## config.mk

```make
export PLATFORM = sky130hd
export DESIGN_NAME = mc_fifo
export DESIGN_NICKNAME = d
export VERILOG_FILES = /design/src/rtl/mc_fifo_pkg.sv /design/src/rtl/mc_fifo_ch_ctrl.sv /design/src/rtl/mc_fifo.sv
export SDC_FILE = /design/constraint.sdc
export NUM_CORES = 1
export LEC_CHECK = 0
export ABC_AREA = 1
export CORE_MARGIN = 5
export CORE_UTILIZATION = 35
export CTS_BUF_LIST = sky130_fd_sc_hd__clkbuf_8
export CTS_CLUSTER_SIZE = 10
export DETAILED_ROUTE_END_ITERATION = 10
export GPL_TIMING_DRIVEN = 0
export PLACE_DENSITY = 0.56
export SLEW_MARGIN = 40
export SYNTH_ARGS = -nofsm -noshare
export SYNTH_HDL_FRONTEND = slang
export SYNTH_SLANG_ARGS = --single-unit
```

## constraint.sdc

```tcl
create_clock -name clk -period 3.51 [get_ports clk]
set_clock_uncertainty 0.1 [all_clocks]
set_input_delay 0.351 -clock clk [delete_from_list [all_inputs] [get_ports clk]]
set_output_delay 0.351 -clock clk [all_outputs]
set_load 0.05 [all_outputs]
```

## src/rtl/mc_fifo_pkg.sv

```systemverilog
// Shared helpers for the multi-channel FIFO: width helpers, the pointer type for
// the default geometry, and threshold clamping used by the per-channel controller.
package mc_fifo_pkg;

  localparam int unsigned DEF_ADDR_WIDTH = 4;

  // Pointer type for the default 16-deep geometry; parameterised instances size
  // their pointers with ptr_width() instead.
  typedef logic [DEF_ADDR_WIDTH:0] ptr_t;

  // $clog2 that never returns 0, so a select of a single item still gets a 1-bit port.
  function automatic int unsigned clog2_min1(input int unsigned n);
    return (n <= 2) ? 1 : $clog2(n);
  endfunction

  // A pointer carries one extra wrap bit above the address bits.
  function automatic int unsigned ptr_width(input int unsigned aw);
    return aw + 1;
  endfunction

  // Keeps a threshold inside 1..depth-1 so a bad parameter cannot pin a flag.
  function automatic int unsigned clamp_th(input int unsigned th, input int unsigned depth);
    if (th < 1) return 1;
    if (th > depth - 1) return depth - 1;
    return th;
  endfunction

endpackage

```

## src/rtl/mc_fifo_ch_ctrl.sv

```systemverilog
// One logical queue's bookkeeping: write/read pointers, the four status flags
// and the occupancy count. Holds no data; the top owns the shared storage.
// Macro MC_FIFO_CNT_EN: when defined the count output is driven, otherwise it is 0.
module mc_fifo_ch_ctrl
  import mc_fifo_pkg::*;
#(
  parameter int ADDR_WIDTH = 4,
  parameter int AFULL_TH   = 1,
  parameter int AEMPTY_TH  = 1
) (
  input  logic                  clk,
  input  logic                  rst_n,
  input  logic                  wr_acc,
  input  logic                  rd_acc,
  output logic [ADDR_WIDTH-1:0] wptr_lo,
  output logic [ADDR_WIDTH-1:0] rptr_lo,
  output logic                  full,
  output logic                  almost_full,
  output logic                  empty,
  output logic                  almost_empty,
  output logic [ADDR_WIDTH:0]   cnt
);

  localparam int unsigned PW     = ptr_width(ADDR_WIDTH);
  localparam int unsigned DEPTH  = 2 ** ADDR_WIDTH;
  localparam logic [PW-1:0] AF_LVL = PW'(DEPTH - clamp_th(AFULL_TH, DEPTH));
  localparam logic [PW-1:0] AE_LVL = PW'(clamp_th(AEMPTY_TH, DEPTH));

  logic [PW-1:0] wptr_q, wptr_d;
  logic [PW-1:0] rptr_q, rptr_d;
  logic [PW-1:0] diff;

  // Advance each pointer by one on an accepted access; wrap is natural modulo 2**PW.
  always_comb begin
    wptr_d = wptr_q + PW'(wr_acc);
    rptr_d = rptr_q + PW'(rd_acc);
  end

  // Pointer registers, cleared asynchronously so the queue empties immediately on reset.
  always_ff @(posedge clk or negedge rst_n) begin
    if (!rst_n) begin
      wptr_q <= '0;
      rptr_q <= '0;
    end else begin
      wptr_q <= wptr_d;
      rptr_q <= rptr_d;
    end
  end

  // Flags from the pointer difference; every flag is forced high while reset is held.
  always_comb begin
    diff         = wptr_q - rptr_q;
    full         = ~rst_n | ((wptr_q[ADDR_WIDTH] != rptr_q[ADDR_WIDTH]) &&
                             (wptr_q[ADDR_WIDTH-1:0] == rptr_q[ADDR_WIDTH-1:0]));
    empty        = ~rst_n | (wptr_q == rptr_q);
    almost_full  = ~rst_n | (diff >= AF_LVL);
    almost_empty = ~rst_n | (diff <= AE_LVL);
    wptr_lo      = wptr_q[ADDR_WIDTH-1:0];
    rptr_lo      = rptr_q[ADDR_WIDTH-1:0];
`ifdef MC_FIFO_CNT_EN
    cnt          = diff;
`else
    cnt          = '0;
`endif
  end

endmodule

```

## src/rtl/mc_fifo.sv

```systemverilog
// Multi-channel FIFO: NUM_CH logical queues sharing one register array, with a
// single write port and a single read port, each steered by a channel select.
// FWFT_EN picks first-word fall-through (1) or registered one-cycle read (0).
// Macro MC_FIFO_CNT_EN: defined drives per-channel occupancy on cnt, undefined ties cnt to 0.
module mc_fifo
  import mc_fifo_pkg::*;
#(
  parameter int DATA_WIDTH = 8,
  parameter int ADDR_WIDTH = 4,
  parameter int NUM_CH     = 4,
  parameter int AFULL_TH   = 1,
  parameter int AEMPTY_TH  = 1,
  parameter int FWFT_EN    = 1,
  localparam int CH_W      = clog2_min1(NUM_CH)
) (
  input  logic                             clk,
  input  logic                             rst_n,
  input  logic [DATA_WIDTH-1:0]            din,
  input  logic                             wr_en,
  input  logic [CH_W-1:0]                  wr_ch,
  input  logic                             rd_en,
  input  logic [CH_W-1:0]                  rd_ch,
  output logic [DATA_WIDTH-1:0]            dout,
  output logic                             dout_vld,
  output logic [NUM_CH-1:0]                full,
  output logic [NUM_CH-1:0]                almost_full,
  output logic [NUM_CH-1:0]                empty,
  output logic [NUM_CH-1:0]                almost_empty,
  output logic [NUM_CH*(ADDR_WIDTH+1)-1:0] cnt,
  output logic                             wr_ovf,
  output logic                             rd_udf
);

  localparam int DEPTH  = 2 ** ADDR_WIDTH;
  localparam int MEM_D  = NUM_CH * DEPTH;
  localparam int MEM_AW = clog2_min1(MEM_D);
  localparam int CW     = ADDR_WIDTH + 1;

  logic [DATA_WIDTH-1:0] mem_q [MEM_D];
  logic [NUM_CH-1:0]     wr_acc, rd_acc;
  logic [ADDR_WIDTH-1:0] wptr_lo [NUM_CH];
  logic [ADDR_WIDTH-1:0] rptr_lo [NUM_CH];
  logic [MEM_AW-1:0]     wr_idx, rd_idx;
  logic [DATA_WIDTH-1:0] head;
  logic                  rd_ne;
  logic [DATA_WIDTH-1:0] dout_q, dout_d;
  logic                  dout_vld_q, dout_vld_d;
  logic                  wr_ovf_q, wr_ovf_d;
  logic                  rd_udf_q, rd_udf_d;

  // One controller per logical queue; each owns its own flags and slice of cnt.
  for (genvar g = 0; g < NUM_CH; g++) begin : g_ch
    logic [CW-1:0] ch_cnt;
    mc_fifo_ch_ctrl #(
      .ADDR_WIDTH (ADDR_WIDTH),
      .AFULL_TH   (AFULL_TH),
      .AEMPTY_TH  (AEMPTY_TH)
    ) u_ctrl (
      .clk          (clk),
      .rst_n        (rst_n),
      .wr_acc       (wr_acc[g]),
      .rd_acc       (rd_acc[g]),
      .wptr_lo      (wptr_lo[g]),
      .rptr_lo      (rptr_lo[g]),
      .full         (full[g]),
      .almost_full  (almost_full[g]),
      .empty        (empty[g]),
      .almost_empty (almost_empty[g]),
      .cnt          (ch_cnt)
    );
    assign cnt[g*CW +: CW] = ch_cnt;
  end

  // Decode channel selects into per-channel accepts and shared-array addresses;
  // a select that matches no channel is never accepted.
  always_comb begin
    wr_acc = '0;
    rd_acc = '0;
    wr_idx = '0;
    rd_idx = '0;
    rd_ne  = 1'b0;
    for (int i = 0; i < NUM_CH; i++) begin
      if (wr_ch == CH_W'(i)) begin
        wr_acc[i] = wr_en & ~full[i];
        wr_idx    = MEM_AW'(i * DEPTH) + MEM_AW'(wptr_lo[i]);
      end
      if (rd_ch == CH_W'(i)) begin
        rd_acc[i] = rd_en & ~empty[i];
        rd_idx    = MEM_AW'(i * DEPTH) + MEM_AW'(rptr_lo[i]);
        rd_ne     = ~empty[i];
      end
    end
  end

  assign head = mem_q[rd_idx];

  // Shared storage; not reset, since the pointers alone decide what is valid.
  always_ff @(posedge clk) begin
    if (|wr_acc) mem_q[wr_idx] <= din;
  end

  // Next state of the read-data holder and the rejection strobes.
  always_comb begin
    dout_d     = dout_q;
    dout_vld_d = 1'b0;
    if (|rd_acc) begin
      dout_d     = head;
      dout_vld_d = 1'b1;
    end
    wr_ovf_d = wr_en & ~(|wr_acc);
    rd_udf_d = rd_en & ~(|rd_acc);
  end

  // Output-side registers: last popped word, pop strobe and error pulses.
  always_ff @(posedge clk or negedge rst_n) begin
    if (!rst_n) begin
      dout_q     <= '0;
      dout_vld_q <= 1'b0;
      wr_ovf_q   <= 1'b0;
      rd_udf_q   <= 1'b0;
    end else begin
      dout_q     <= dout_d;
      dout_vld_q <= dout_vld_d;
      wr_ovf_q   <= wr_ovf_d;
      rd_udf_q   <= rd_udf_d;
    end
  end

  // Fall-through shows the selected head directly, falling back to the last popped word.
  if (FWFT_EN != 0) begin : g_fwft
    assign dout     = rd_ne ? head : dout_q;
    assign dout_vld = rd_ne;
  end else begin : g_reg
    assign dout     = dout_q;
    assign dout_vld = dout_vld_q;
  end

  assign wr_ovf = wr_ovf_q;
  assign rd_udf = rd_udf_q;

endmodule

```

==> results.txt <==
The run finished with clean final reports. The pin count of the biggest net entering global routing was 51; the violation count after the first detailed-routing iteration was 1841. STA classifies the critical path endpoint as an output pin. The leftover overflow at the end of global routing was 0; the slack of the critical path was 0.0101 ns. Detailed placement ended at an HPWL of 59300 um.

The synthesized design contains 512 enable-type register cells. The most used flip-flop cell after synthesis is edfxtp_1. The run gives 562 as the sink count of the clock tree. The tools report the via count of the first global-routing pass as 19600. The post-synthesis instance area came out at 0.0264 sq mm. Global-route wire length before repair: 127000 um. Setup repair after global routing could not meet its margin everywhere. The logs give 3.06 ns for the critical path required time and 2491 for the cell count after synthesis. STA classifies the critical path startpoint as a flip-flop. The post-detailed-route wirelength per cell was 23.5 um; the placement-stage worst setup slack was -1.37 ns. The logs give 0.210 for the overall global routing resource usage and 3 for the level count of the clock H-tree. Measured along the y axis, the die boundary spans 285 um.

The worst slew margin relative to its limit was 0.330. The tightest min-delay check is of the input port to flip-flop type. The effective utilization at floorplan came out at 0.354. After floorplanning, the core was divided into 100 placement rows. Clock-pin slew was measured on the worst setup and hold paths at 0.06 ns. The post-route DRC violation count was 0. The count of endpoints failing hold in the final timing report was 0; the power per unit of standard cell area was 702 mW/mm^2. The via density per instance works out to 5.25. The tools report the initial antenna violation count as 0. In this run the horizontal extent of the chip is 285 um. Yosys printed 0 warnings. The portion of the post-synthesis area used by sequential elements came out at 0.629. The routed layout has 19700 vias. The clock root buffer master is clkbuf_8.

The critical-path maximum fanout works out to 10. By startpoint and endpoint, the worst setup path is classified as flip-flop to output pin. The clock insertion delay at the later pin of the skew report came out at 0.70 ns. In this run the deepest clock path goes through 3 buffers.

Counting flops and latches in the post-synthesis netlist gives 562. VDD sags by at most 706 uV. The total setup violations reported at the end of the flow was 0. The area growth from synthesis to layout is 25.4%. The share of post-route cells with drive strength above 1 is 0.250. The fraction of registers with async set/reset was 0.0890; the post-detailed-route count of antenna-violating nets was 0. The post-layout instance area came out at 0.0331 sq mm. Buffers placed on the I/O ports in this run total 41. Static timing analysis puts the maximum clock frequency at 286 MHz. Routability-driven placement finished with a final weighted congestion of 0.936. Averaged over all synthesized cells, the footprint is 10.6 sq um. Portion of the clock cycle consumed by the worst path in the final layout: 0.997. The tools report the worst reg-to-reg setup slack as 0.11 ns.

Core area: 0.0747 sq mm. The floorplan step defined a die boundary enclosing 0.0811 sq mm. The arrival time at the worst endpoint is 3.05 ns.

TritonCTS built the clock tree. The repair_antennas step left the layout with diodes totalling 0. 63 I/O pins were placed. For this design the static power due to leakage is 13.4 nW. The transition time of the tightest slew-check pin is 1.00 ns, and the final routed wirelength across all metal layers is 88200 um. The CTS buffer count is 96. Number of iterations in the first detailed-routing pass: 6. The clock period minus worst slack came out at 3.50 ns. Number of max-cap violations: 0. The number of different library cells used by synthesis comes to 42.

The logs give 0 for the max-slew violation count and 2765 for the net count reported at finish. The run gives 0.0284 sq mm as the area of placed instances.
[path summary, 6_finish.rpt]
path                       cells after the start                            endpoint                               start
min reg2reg                                    2               dout_q[3]$_DFFE_PN0P_               dout_q[3]$_DFFE_PN0P_
max                                           13                             dout[0]  g_ch[3].u_ctrl.rptr_q[0]$_DFF_PN0_
max reg2reg                                   11               mem_q[0][0]$_DFFE_PP_  g_ch[2].u_ctrl.rptr_q[3]$_DFF_PN0_
min                                            1              mem_q[37][5]$_DFFE_PP_                              din[5]
max in group asynchronous                      2  g_ch[2].u_ctrl.rptr_q[2]$_DFF_PN0_                               rst_n
min in group asynchronous                      2  g_ch[2].u_ctrl.rptr_q[0]$_DFF_PN0_                               rst_n
[per-stage QoR]
| stage | util | total power [mW] | std cells | hold WS (ns) | setup TNS [ns] |
|---|---|---|---|---|---|
| 2_1_floorplan | - | 12.7 | 2510 | -0.0446 | 0 |
| 3_3_place_gp | 0.376 | 15.3 | 3520 | 0.365 | -1296.14 |
| 3_5_place_dp | 0.380 | 15.4 | 3529 | 0.115 | -206.56 |
| 4_1_cts | 0.429 | 22.4 | 3742 | -0.644 | -8.03 |
| 5_1_grt | 0.444 | 24.3 | 3755 | 0.0255 | -5.99 |
| 6_report | 0.444 | 23.3 | 3755 | 0.0625 | 0 |
[area by class of cell]
| type | instances | area [sq um] |
|---|---|---|
| Clock inverter | 74 | 488 |
| Clock buffer | 97 | 1340 |
| Inverter | 334 | 1260 |
| Buffer | 169 | 1770 |
| Tap cell | 969 | 1210 |
| Timing Repair Buffer | 107 | 1390 |
| Sequential cell | 562 | 16600 |
| Multi-Input combinational cell | 1443 | 9040 |
| Fill cell | 6839 | 41600 |
[synth_stat cells (2+ instances only)]
cell type | instances | share of area
nand3_1 | 513 | 0.097
edfxtp_1 | 512 | 0.58
nand2_1 | 484 | 0.069
inv_1 | 327 | 0.046
nand3b_1 | 178 | 0.051
nor2_1 | 81 | 0.012
buf_2 | 71 | 0.013
buf_4 | 50 | 0.014
dfrtp_1 | 50 | 0.047
ha_1 | 32 | 0.015
xor2_1 | 32 | 0.011
clkbuf_1 | 25 | 0.0036
nand3_2 | 18 | 0.0068
o21ai_1 | 18 | 0.0034
buf_6 | 16 | 0.0068
a21oi_1 | 15 | 0.0028
buf_1 | 9 | 0.0013
xnor2_1 | 8 | 0.0027
o21ai_0 | 7 | 0.0013
inv_2 | 6 | 0.00085
nor3_1 | 5 | 0.00095
fa_1 | 4 | 0.0030
nand2_4 | 4 | 0.0017
nor2_2 | 3 | 0.00071
o311ai_0 | 3 | 0.00099
o31ai_1 | 3 | 0.00085
o22ai_1 | 2 | 0.00047
[worst max-delay path: stages (launching register included)]
cell and delay [ns]:
dfrtp_1 0.45, nand2_4 0.18, buf_4 0.29, buf_4 0.26
nand3b_1 0.09, nand3_1 0.15, nand3_2 0.14, nand3_2 0.11
nand2_2 0.08, nand2_2 0.08, nand2_4 0.09, o21ai_2 0.15
nand2_2 0.11, buf_8 0.17
[per-layer routing]
| metal | routed length (um) | vias up | part of all wire | GRT usage |
|---|---|---|---|---|
| met5 | 0 | - | 0 | 0 |
| met4 | 3720 | 0 | 0.042 | 0.0872 |
| met3 | 7940 | 210 | 0.090 | 0.0480 |
| met2 | 41200 | 917 | 0.47 | 0.345 |
| met1 | 35300 | 9687 | 0.40 | 0.269 |
| li1 | - | 8881 | - | - |
[cells in the final DEF, fill, tap and decap left out, types with 9 or more instances in the layout]
cell type,synthesis,layout
clkdlybuf4s50_1,0,10
conb_1,1,20
edfxtp_1,512,512
o21ai_1,18,13
buf_2,71,12
o21ai_2,1,9
nand3_1,513,378
buf_6,16,58
clkinv_2,0,11
clkbuf_8,0,98
nor2_1,81,25
nand3_4,0,25
nand2_2,1,60
buf_12,0,33
ha_1,32,30
nand3_2,18,128
dlygate4sd3_1,0,9
clkbuf_2,0,10
xor2_1,32,32
buf_4,50,88
nor2_2,3,32
a21oi_1,15,13
nand2_1,484,413
clkbuf_4,0,10
nand3b_1,178,178
inv_1,327,339
nand2_4,4,15
nor2_4,0,27
dfrtp_1,50,48
inv_2,6,13
buf_8,0,23
clkinv_1,0,28
[where the power goes]
group,internal [mW],leakage [nW],total [mW],switching [mW]
clock network,3.02,1.01,5.78,2.76
registers,7.58,5.20,7.83,0.249
logic,3.49,7.21,9.65,6.16
total,14.1,13.4,23.3,9.16
[logic make-up (layout without fill, tap and decap cells)]
family | count (synthesis) | in the layout | share of synthesized area
XOR/XNOR | 40 | 40 | 0.0133
buffers and inverters | 505 | 781 | 0.0869
other | 1 | 20 | 0.000142
AND/OR/NAND/NOR | 1292 | 1292 | 0.240
AO/OA/AOI/OAI | 55 | 55 | 0.0123
adder cells (fa/ha/maj) | 36 | 36 | 0.0182
flip-flops | 562 | 562 | 0.629
[sequential cells by signal, indices dropped and copies added, names as in the netlist]
name and count:
rd_udf 1, g_ch.u_ctrl.rptr_q 20, wr_ovf 1, g_ch.u_ctrl.wptr_q 20
mem_q 512, dout_q 8
[what timing repair did]
action,CTS,global route
cloned,5,7
endpoints found under the hold margin,198,12
setup buffers,28,7
hold buffers,9,1
endpoints found under the setup margin,210,311
pin swaps,38,74
gates resized for setup,460,249
Note: power is estimated with default switching activity, not from simulation.
